## src/rtl/seq_chunk_adder.sv

```systemverilog
// seq_chunk_adder: multi-cycle adder that sums WIDTH-bit operands CHUNK bits
// per clock through a ripple chain of half-adder-built full adders.
// Valid/ready handshake on both the operand and the result side.
// Optional feature: define OVF_EN to build the signed-overflow flag; without
// it, ovf is tied low and the port is kept.
module seq_chunk_adder #(
    parameter int unsigned WIDTH = 16,
    parameter int unsigned CHUNK = 4
) (
    input  logic             clk,
    input  logic             rst,
    input  logic             in_valid,
    output logic             in_ready,
    input  logic [WIDTH-1:0] a,
    input  logic [WIDTH-1:0] b,
    input  logic             cin,
    output logic             out_valid,
    input  logic             out_ready,
    output logic [WIDTH-1:0] sum,
    output logic             cout,
    output logic             ovf
);

    localparam int unsigned N  = WIDTH / CHUNK;
    localparam int unsigned CW = (N > 1) ? $clog2(N) : 1;
    localparam logic [CW-1:0] LAST = CW'(N - 1);

    typedef enum logic [1:0] {
        IDLE,
        RUN,
        DONE
    } state_t;

    state_t           state;
    logic [CW-1:0]    cnt;
    logic             carry_reg;
    logic [WIDTH-1:0] a_r;
    logic [WIDTH-1:0] b_r;

    logic [CHUNK-1:0] ca;
    logic [CHUNK-1:0] cb;
    logic [CHUNK-1:0] cs;
    logic [CHUNK:0]   rc;
    logic [WIDTH-1:0] sum_next;
    logic             last_chunk;

    // Half-adder cell: returns {carry, sum}
    function automatic logic [1:0] half_add(input logic x, input logic y);
        return {x & y, x ^ y};
    endfunction

    assign in_ready   = (state == IDLE) && !rst;
    assign last_chunk = (state == RUN) && (cnt == LAST);

    // Select the operand chunk addressed by the chunk counter
    always_comb begin
        ca = '0;
        cb = '0;
        for (int unsigned i = 0; i < N; i++) begin
            if (cnt == CW'(i)) begin
                ca = a_r[i*CHUNK +: CHUNK];
                cb = b_r[i*CHUNK +: CHUNK];
            end
        end
    end

    // Ripple chain: each full adder is two half adders plus an OR of carries
    always_comb begin
        logic [1:0] h1;
        logic [1:0] h2;
        h1    = '0;
        h2    = '0;
        cs    = '0;
        rc    = '0;
        rc[0] = carry_reg;
        for (int unsigned j = 0; j < CHUNK; j++) begin
            h1      = half_add(ca[j], cb[j]);
            h2      = half_add(h1[0], rc[j]);
            cs[j]   = h2[0];
            rc[j+1] = h1[1] | h2[1];
        end
    end

    // Merge the freshly computed chunk into the running sum
    always_comb begin
        sum_next = sum;
        for (int unsigned i = 0; i < N; i++) begin
            if (cnt == CW'(i)) begin
                sum_next[i*CHUNK +: CHUNK] = cs;
            end
        end
    end

    // Control FSM with registered result outputs
    always_ff @(posedge clk) begin
        if (rst) begin
            state     <= IDLE;
            cnt       <= '0;
            carry_reg <= 1'b0;
            a_r       <= '0;
            b_r       <= '0;
            sum       <= '0;
            cout      <= 1'b0;
            out_valid <= 1'b0;
        end else begin
            case (state)
                IDLE: begin
                    if (in_valid) begin
                        a_r       <= a;
                        b_r       <= b;
                        carry_reg <= cin;
                        cnt       <= '0;
                        state     <= RUN;
                    end
                end
                RUN: begin
                    sum       <= sum_next;
                    carry_reg <= rc[CHUNK];
                    if (cnt == LAST) begin
                        cout      <= rc[CHUNK];
                        out_valid <= 1'b1;
                        state     <= DONE;
                    end else begin
                        cnt <= cnt + CW'(1);
                    end
                end
                DONE: begin
                    if (out_ready) begin
                        out_valid <= 1'b0;
                        state     <= IDLE;
                    end
                end
                default: state <= IDLE;
            endcase
        end
    end

`ifdef OVF_EN
    // Signed overflow from the latched operand signs and the final sum sign
    always_ff @(posedge clk) begin
        if (rst) begin
            ovf <= 1'b0;
        end else if (last_chunk) begin
            ovf <= (a_r[WIDTH-1] == b_r[WIDTH-1]) && (sum_next[WIDTH-1] != a_r[WIDTH-1]);
        end
    end
`else
    assign ovf = 1'b0;
`endif

endmodule

```

## config.mk

```make
export PLATFORM = sky130hd
export DESIGN_NAME = seq_chunk_adder
export DESIGN_NICKNAME = d
export VERILOG_FILES = /design/src/rtl/seq_chunk_adder.sv
export SDC_FILE = /design/constraint.sdc
export NUM_CORES = 1
export LEC_CHECK = 0
export CAP_MARGIN = 20
export CORE_ASPECT_RATIO = 1.1
export CORE_MARGIN = 2
export CORE_UTILIZATION = 49
export DETAILED_ROUTE_END_ITERATION = 8
export PLACE_DENSITY = 0.86
export SLEW_MARGIN = 20
export SYNTH_ARGS = -nofsm -noshare
export SYNTH_HDL_FRONTEND = slang
export SYNTH_SLANG_ARGS = --single-unit
```

## constraint.sdc

```tcl
create_clock -name clk -period 3.85 [get_ports clk]
set_input_delay 0.77 -clock clk [delete_from_list [all_inputs] [get_ports clk]]
set_output_delay 0.77 -clock clk [all_outputs]
set_load 0.005 [all_outputs]
```

======== After elaboration in Yosys (flattened, before gate mapping) ========
Cells that the tools add are included.
word-level totals
  word-level logic and storage cells ...... 76
  register bits ........................... 55
  output and inout port bits .............. 20
  bits of input ports ..................... 37
cells by class
  muxes and demuxes ....................... 20
  equality and inequality tests ........... 9
  bitwise gates (word level) .............. 20
  add/subtract/negate cells ............... 1
  reductions and logical operators ........ 15
operators with widths
  kind                                           count
  two-way mux 4 bit                              8
  AND reduction 2 bit                            6
  two-way mux 2 bit                              5
  AND reduction 3 bit                            3
  bitwise AND 1 bit                              8
  bitwise XOR 1 bit                              8
  == test 2 bit, second input constant           3
  != test 2 bit, second input constant           3
  case mux 2 bit (3 select lines)                1
  == test 2 x 1 -> 1 bit, second input constant  2
  zero test 2 bit                                2
  bitwise OR 1 bit                               4
  case mux 1 bit (2 select lines)                2
  case mux 2 bit (2 select lines)                1
  nonzero test 2 bit                             2
  two-way mux 1 bit                              3
  adder 2 x 1 -> 2 bit, second input constant    1
  != test 2 x 1 -> 1 bit, second input constant  1
  logical AND 1 bit                              1
  zero test 1 bit                                1

======== Longest topological paths before layout ========
Gate-level depths: netlist of the first run.
  word-level depth ........................ 15
  gate-level depth with buffers ........... 13
  depth with buffers taken out ............ 11

======== Worst setup path after synthesis of the first run ========
Ideal clock, no wire load.
  path kind ............................... register to register
  start point ............................. register cnt[0]
  end point ............................... register sum[3]
  stages on the path, launching flop included .. 14
  period minus slack after synthesis ...... 3.264 ns
  path slack .............................. 0.586 ns
  arrival time ............................ 3.137 ns
  path buffers ............................ 2
  data required time ...................... 3.722 ns
  library setup time ...................... 0.128 ns
  cells stage by stage .................... dfxtp_1 > inv_1 > ha_1 > buf_2 > clkbuf_1 > a21oi_1 > o21ai_0 > a22o_1 > fa_1 > fa_1 > fa_1 > fa_1 > mux2i_1 > nor2_1
between the ends
  longest elaborated chain between the ends .. 13
  elaborated cells on any way between the ends .. 27
  classes of those cells .................. eq/ne (3); mux (8); bitwise (14); reduce/logical (2)
RTL lines
  what                            line  RTL
  start: declaration              35    logic [CW-1:0] cnt;
  start signal: assignment        124   cnt <= cnt + CW'(1);
  zero test 2 bit                 60    if (cnt == CW'(i)) begin
  two-way mux 4 bit (4 in a row)  60
  bitwise XOR 1 bit               49    return {x & y, x ^ y};
  bitwise AND 1 bit               49
  bitwise OR 1 bit                80    rc[j+1] = h1[1] | h2[1];
  bitwise AND 1 bit               49
  bitwise OR 1 bit                80
  bitwise AND 1 bit               49
  bitwise OR 1 bit                80
  bitwise XOR 1 bit *             49
  via cs[3]                       42    logic [CHUNK-1:0] cs;
  end signal: assignment          117   sum <= sum_next;
  end: declaration                19    output logic [WIDTH-1:0] sum,
The timed path passes the listed nets; every way through them passes the cells marked *.
A chain may end at the register's enable or synchronous reset.

======== Final worst setup path of the first run ========
  start point ............................. register cnt[0]
  end point ............................... register sum[11]
The elaborated chain is that of the path after synthesis.

==> results of run 1 <==
## critical path, cell delays in order (launching register included)
cell     delay, ns
dfxtp_1       0.39
inv_1         0.10
ha_1          0.40
a21oi_1       0.19
o21ai_0       0.10
a22o_1        0.21
fa_1          0.42
fa_1          0.40
fa_1          0.41
fa_1          0.52
mux2i_1       0.17
nor2_1        0.06
## power groups by stage
| stage | Clock (mW) | Sequential [mW] | Combinational (mW) |
|---|---|---|---|
| after floorplan | 0 | 0.622 | 0.123 |
| after global placement | 0 | 0.628 | 0.184 |
| after detailed placement | 0 | 0.630 | 0.190 |
| after CTS | 0.452 | 0.617 | 0.191 |
| after global routing | 0.470 | 0.620 | 0.211 |
| final | 0.448 | 0.617 | 0.191 |
## metrics by stage
stage / hold WS, ns / worst slack, ns / cell area (um2) / power (mW)
finish: 0.462 / 0.363 / 3100 / 1.26
global placement: 0.445 / 0.572 / 2960 / 0.812
detailed placement: 0.453 / 0.443 / 2960 / 0.820
CTS: 0.466 / 0.392 / 3100 / 1.26
global route: 0.491 / 0.168 / 3100 / 1.30
floorplan: 0.436 / 0.586 / 2460 / 0.745
## Yosys cell counts (2+ instances only)
library cell,count
buf_2,5
fa_1,4
or3b_1,2
o21ai_0,9
nand3b_1,3
ha_1,4
buf_6,4
nor2_1,18
nor3_1,3
buf_4,4
nand2_1,75
dfxtp_1,55
a21oi_1,50
inv_1,12
clkbuf_1,9
and2b_1,2
mux2i_1,18
a22o_1,8
## cell type report
| cell class | count | area (um2) | area share [%] |
|---|---|---|---|
| Clock buffer | 5 | 68.8 | 2.22 |
| Clock inverter | 3 | 67.6 | 2.18 |
| Inverter | 12 | 45.0 | 1.45 |
| Multi-Input combinational cell | 205 | 1180 | 38.1 |
| Sequential cell | 55 | 1100 | 35.6 |
| Tap cell | 58 | 72.6 | 2.34 |
| Timing Repair Buffer | 57 | 561 | 18.1 |
## worst min path at each step
stage,cells after the start,from,to,slack (ns)
3_3_place_gp,2,a_r[8],a_r[8],0.45
5_1_grt,2,a_r[11],a_r[11],0.49
6_report,2,a_r[7],a_r[7],0.46
4_1_cts,2,b_r[8],b_r[8],0.47
3_5_place_dp,2,b_r[8],b_r[8],0.45
2_1_floorplan,2,a_r[10],a_r[10],0.44
## cells by family (layout without fill, tap and decap cells)
group	after synthesis	after routing	share of synthesized area [%]
AO/OA/AOI/OAI	70	70	16.1
adder cells (fa/ha/maj)	8	8	5.28
buffers and inverters	35	77	7.41
flip-flops	55	55	44.7
multiplexers	18	18	7.31
other	1	1	0.152
AND/OR/NAND/NOR	108	108	19.1
## layer usage
metal | GRT usage (%) | vias up
met5 | 0 | -
met1 | 23.8 | 968
met2 | 34.5 | 54
li1 | - | 1058
met3 | 4.88 | 7
met4 | 5.66 | 0
==> results.md, run 1 <==
* Status: finished, final reports clean
* Vias in the first global route at 1923
* Clk_skew at 0.00674 ns
* Crit. Startpoint: cnt[0]
* R2r setup slk at 0.36 ns
* Reg-to-reg endpoint: sum[11]
* Clk sinks at 55
* Gpl congestion at 0.857
* Routed WL at 5380 um
* Dpl hpwl at 3930 um
* Largest net degree at the start of global routing at 58
* Synth top area cells: dfxtp_1 (45%), nand2_1 (11%), a21oi_1 (10%)
* Met2 wire len at 2690 um
* CP Max Fanout at 17
* Worst-Skew Late Latency at 0.31 ns
* Die Ht at 78.4 um
* F_max at 287 MHz
* Syn_area_per_cell at 8.36 um2
* Setup TNS at 0 ns
* Port bufs at 55
* Worst reg2reg startpoint: cnt[0]
* CTS tree: built
* Worst setup path class: flip-flop to flip-flop
* Antenna viol nets, final at 0
* Clock transition at path regs at 0.10 ns
* Gr usage total at 19.7%
* Inserted Clock Buffers at 5
* Hold Vio Cnt, Final at 0
* Element type at the critical path end: flip-flop
* CP Capture Point: sum[11]
* Most frequent cells in the layout: nand2_1 (75), dfxtp_1 (55), clkdlybuf4s50_1 (54)
* Via count at 2087
* RSZ-0062 raised after global routing: no
* CTS Root Cell: clkbuf_8
* Max clock buf depth at 2
* Drt pass-1 iters at 4
* Power share of the clock group at 35.7%
* Startpoint types: flip-flop
* N_diodes at 0
* Internal Power at 0.951 mW
* Initial antenna violation count at 0
* H-tree Lvls at 2
* Non-filler cells, final at 395
* Most common cell after layout, fill and taps aside: nand2_1
* Syn-to-layout area delta at 25.6%
* Layout Utilization at 62.8%
* Sw Share at 24.3%
* Worst-margin pin slew at 0.680 ns
* Mapped cell area at 2460 um2
* Post-Synthesis Cells at 295
* Vias per cell at 5.28
* VDD IR max at 0.000210 V
* Area leader, netlist: dfxtp_1
* Most used DFF post-synth: dfxtp_1
* Final min period at 3.49 ns
* Top Registers: a_r: 16 flops, b_r: 16 flops, sum: 16 flops
* Syn_nets at 340
* Placed instance count at 387
* Share of cells above drive strength 1 at 4.75%
* Relative slew slack at 54.7%
* Static leakage at 1.25 nW
* Initial DRC Count at 125
* Max-slew violations at 0
* Die extent in x at 71.6 um
* Post-synthesis sequential area ratio at 44.7%
* Pwr Density at 406 nW/um2
* Worst hold path class: flip-flop to flip-flop
* Nets at 381
* Hold Buf Count CTS at 0
* Critical path data arrival time at 3.68 ns
* R2r worst-path depth at 11
* Asr flop ratio synth at 0%
* Met3 routed WL at 206 um
* Wire length per cell at 13.6 um
* Max_cap viols at 0
* Synthesized flop and latch total at 55
* Die Area at 5610 um2
* Row Count at 27
* Sw power at 0.305 mW
* Reg power frac at 49.1%
* Synth top area share at 44.7%
* EDFF count, synth at 0
* First-pass GRT wire length at 8700 um
* Filler instances at 445
* # IOs at 57
* Post-CTS repair timing setup buffer count at 0
* Setup-failing EPs final at 0
* Synth cell types at 28
* Power share of the combinational group at 15.2%
* Starting Density at 50.0%
* Total grt overflow at 0
* Core area at 4930 um2
* Post-CTS sizing at 0
* Critical Path RT at 4.04 ns
* Final period util at 90.6%
* Top sig layer: met4
* Yosys warnings at 0
* Drt drc at 0
* Met1 WL at 2410 um
(Power assumes the default switching activity.)
==> inputs of run 2 (changes only) <==
GPL_TIMING_DRIVEN = 0   (was default)
RECOVER_POWER = 25   (was default)
==> results.md, run 2 (synthesis gave the netlist of run 1 again) <==
* Setup-failing EPs final at 0 (unchanged)
* CTS tree: built
* Total Power at 1.15 mW (-8.1%)
* CP Max Fanout at 10 (-7)
* VDD IR max at 0.000289 V (+38%)
* Die Area at 5610 um2 (unchanged)
* RSZ-0062 raised after global routing: no
* Final period util at 93.8% (+3.2 points)
* Worst setup path class: flip-flop to flip-flop
* Critical-path top delay cell: fa_1
* Row Count at 27 (unchanged)
* H-tree Lvls at 2 (unchanged)
* Die extent in x at 71.6 um (unchanged)
* Largest net degree at the start of global routing at 18 (-69%)
* Startpoint types: flip-flop
* Area of placed instances at 3090 um2 (+4.3%)
* Most common cell on crit path: fa_1
* Vias in the first global route at 2036 (+5.9%)
* Drt pass-1 iters at 6 (+2)
* Element type at the critical path end: flip-flop
* Hold Buf Count CTS at 0 (unchanged)
* Inserted Clock Buffers at 5 (unchanged)
* Dpl hpwl at 4270 um (+8.7%)
* Pwr Density at 364 nW/um2 (-10%)
* Static leakage at 1.34 nW (+7.1%)
* Vias per cell at 5.22 (-1.2%)
* Antenna viol nets, final at 0 (unchanged)
* Critical path cell sequence: inv_1, ha_1, buf_2, clkbuf_1, o21ai_0, a22o_1, fa_1, fa_1, fa_1, fa_1, mux2i_1, nor2_1
* First-pass GRT wire length at 9430 um (+8.3%)
* Initial antenna violation count at 0 (unchanged)
* Total grt overflow at 0 (unchanged)
* Clk_skew at 0.00612 ns (-0.000617 ns)
* Worst hold margin at 0.461 ns (-0.000677 ns)
* Die Ht at 78.4 um (unchanged)
* Max clock buf depth at 2 (unchanged)
* Via count at 2167 (+3.8%)
* Worst hold path class: flip-flop to flip-flop
* CTS Root Cell: clkbuf_8
* Status: finished, final reports clean
* Final setup margin at 0.239 ns (-0.124 ns)
* Share of cells above drive strength 1 at 6.44% (+1.7 points)
* Initial DRC Count at 95 (-24%)
* Gpl congestion at 0.799 (-6.8%)
* Starting Density at 50.0% (unchanged)
* Top Registers: a_r: 16 flops, b_r: 16 flops, sum: 16 flops
* Critical path data arrival time at 3.81 ns (+0.13 ns)
* Port bufs at 55 (unchanged)
* Pre-CTS worst setup slack at 0.214 ns (-0.229 ns)
* Routed WL at 5560 um (+3.3%)
* Max_cap viols at 0 (unchanged)
* Clk sinks at 55 (unchanged)
* Post-CTS repair timing setup buffer count at 0 (unchanged)
* Critical Path RT at 4.05 ns (about the same)
* F_max at 277 MHz (-3.4%)
* Most frequent cells in the layout: nand2_1 (75), dfxtp_1 (55), a21oi_1 (50)
* Slowest stage delay, CP at 0.52 ns (about the same)
* Wire length per cell at 13.4 um (-1.7%)
* Final instance area at 3170 um2 (+2.5%)
* Clock transition at path regs at 0.10 ns (about the same)
* Gr usage total at 21.5% (+1.8 points)
* Syn-to-layout area delta at 28.8%
* Most common cell after layout, fill and taps aside: nand2_1
* Drt drc at 0 (unchanged)
* Worst-Skew Late Latency at 0.32 ns (about the same)
* Setup TNS at 0 ns (unchanged)
* Hold Vio Cnt, Final at 0 (unchanged)
* Post-CTS sizing at 0 (unchanged)
* Final min period at 3.61 ns (+0.124 ns)
* N_diodes at 0 (unchanged)
* Max-slew violations at 0 (unchanged)
* # IOs at 57 (unchanged)
* Nets at 401 (+5.2%)
* Core area at 4930 um2 (unchanged)
run 2: layout make-up:
cell class                 instances  area [um2]
buffer                            22         125
clock buffer                       6        82.6
clock inverter                     2        16.3
fill                             455        1760
inverter                          12        45.0
multi-input combinational        205        1180
sequential                        55        1100
tap                               58        72.6
timing repair buffer              55         551
run 2: metal layers:
| layer | track usage [%] | vias up | routed length (um) |
|---|---|---|---|
| met1 | 26.3 | 1000 | 2310 |
| met2 | 36.2 | 64 | 2790 |
| li1 | - | 1090 | - |
| met5 | 0 | - | 0 |
| met3 | 4.36 | 13 | 307 |
| met4 | 9.81 | 0 | 151 |
run 2: final timing paths:
check / from / endpoint / slack, ns / cells past startpoint
max: cnt[1] / sum[11] / 0.24 / 12
min: a_r[11] / a_r[11] / 0.46 / 2
max reg2reg: cnt[1] / sum[11] / 0.24 / 12
min reg2reg: a_r[11] / a_r[11] / 0.46 / 2
run 2: worst max-delay path, delay by kind of cell, from the launching register on:
kind | cells | cell delay (ns)
fa+ha+maj | 5 | 1.87
buf+inv | 3 | 0.66
compound gates | 2 | 0.41
flops | 1 | 0.34
mux | 1 | 0.17
simple gates | 1 | 0.06
run 2: stage by stage:
stage,util (%),instances
2_1_floorplan,-,295
3_3_place_gp,62.6,408
3_5_place_dp,62.6,408
4_1_cts,64.6,416
5_1_grt,64.4,415
6_report,64.4,415
run 2: power breakdown:
part / switching, mW / internal (mW) / leakage (nW)
Sequential: 0.0156 / 0.597 / 0.449
Clock: 0.190 / 0.147 / 0.0474
Combinational: 0.104 / 0.102 / 0.845
Total: 0.309 / 0.845 / 1.34
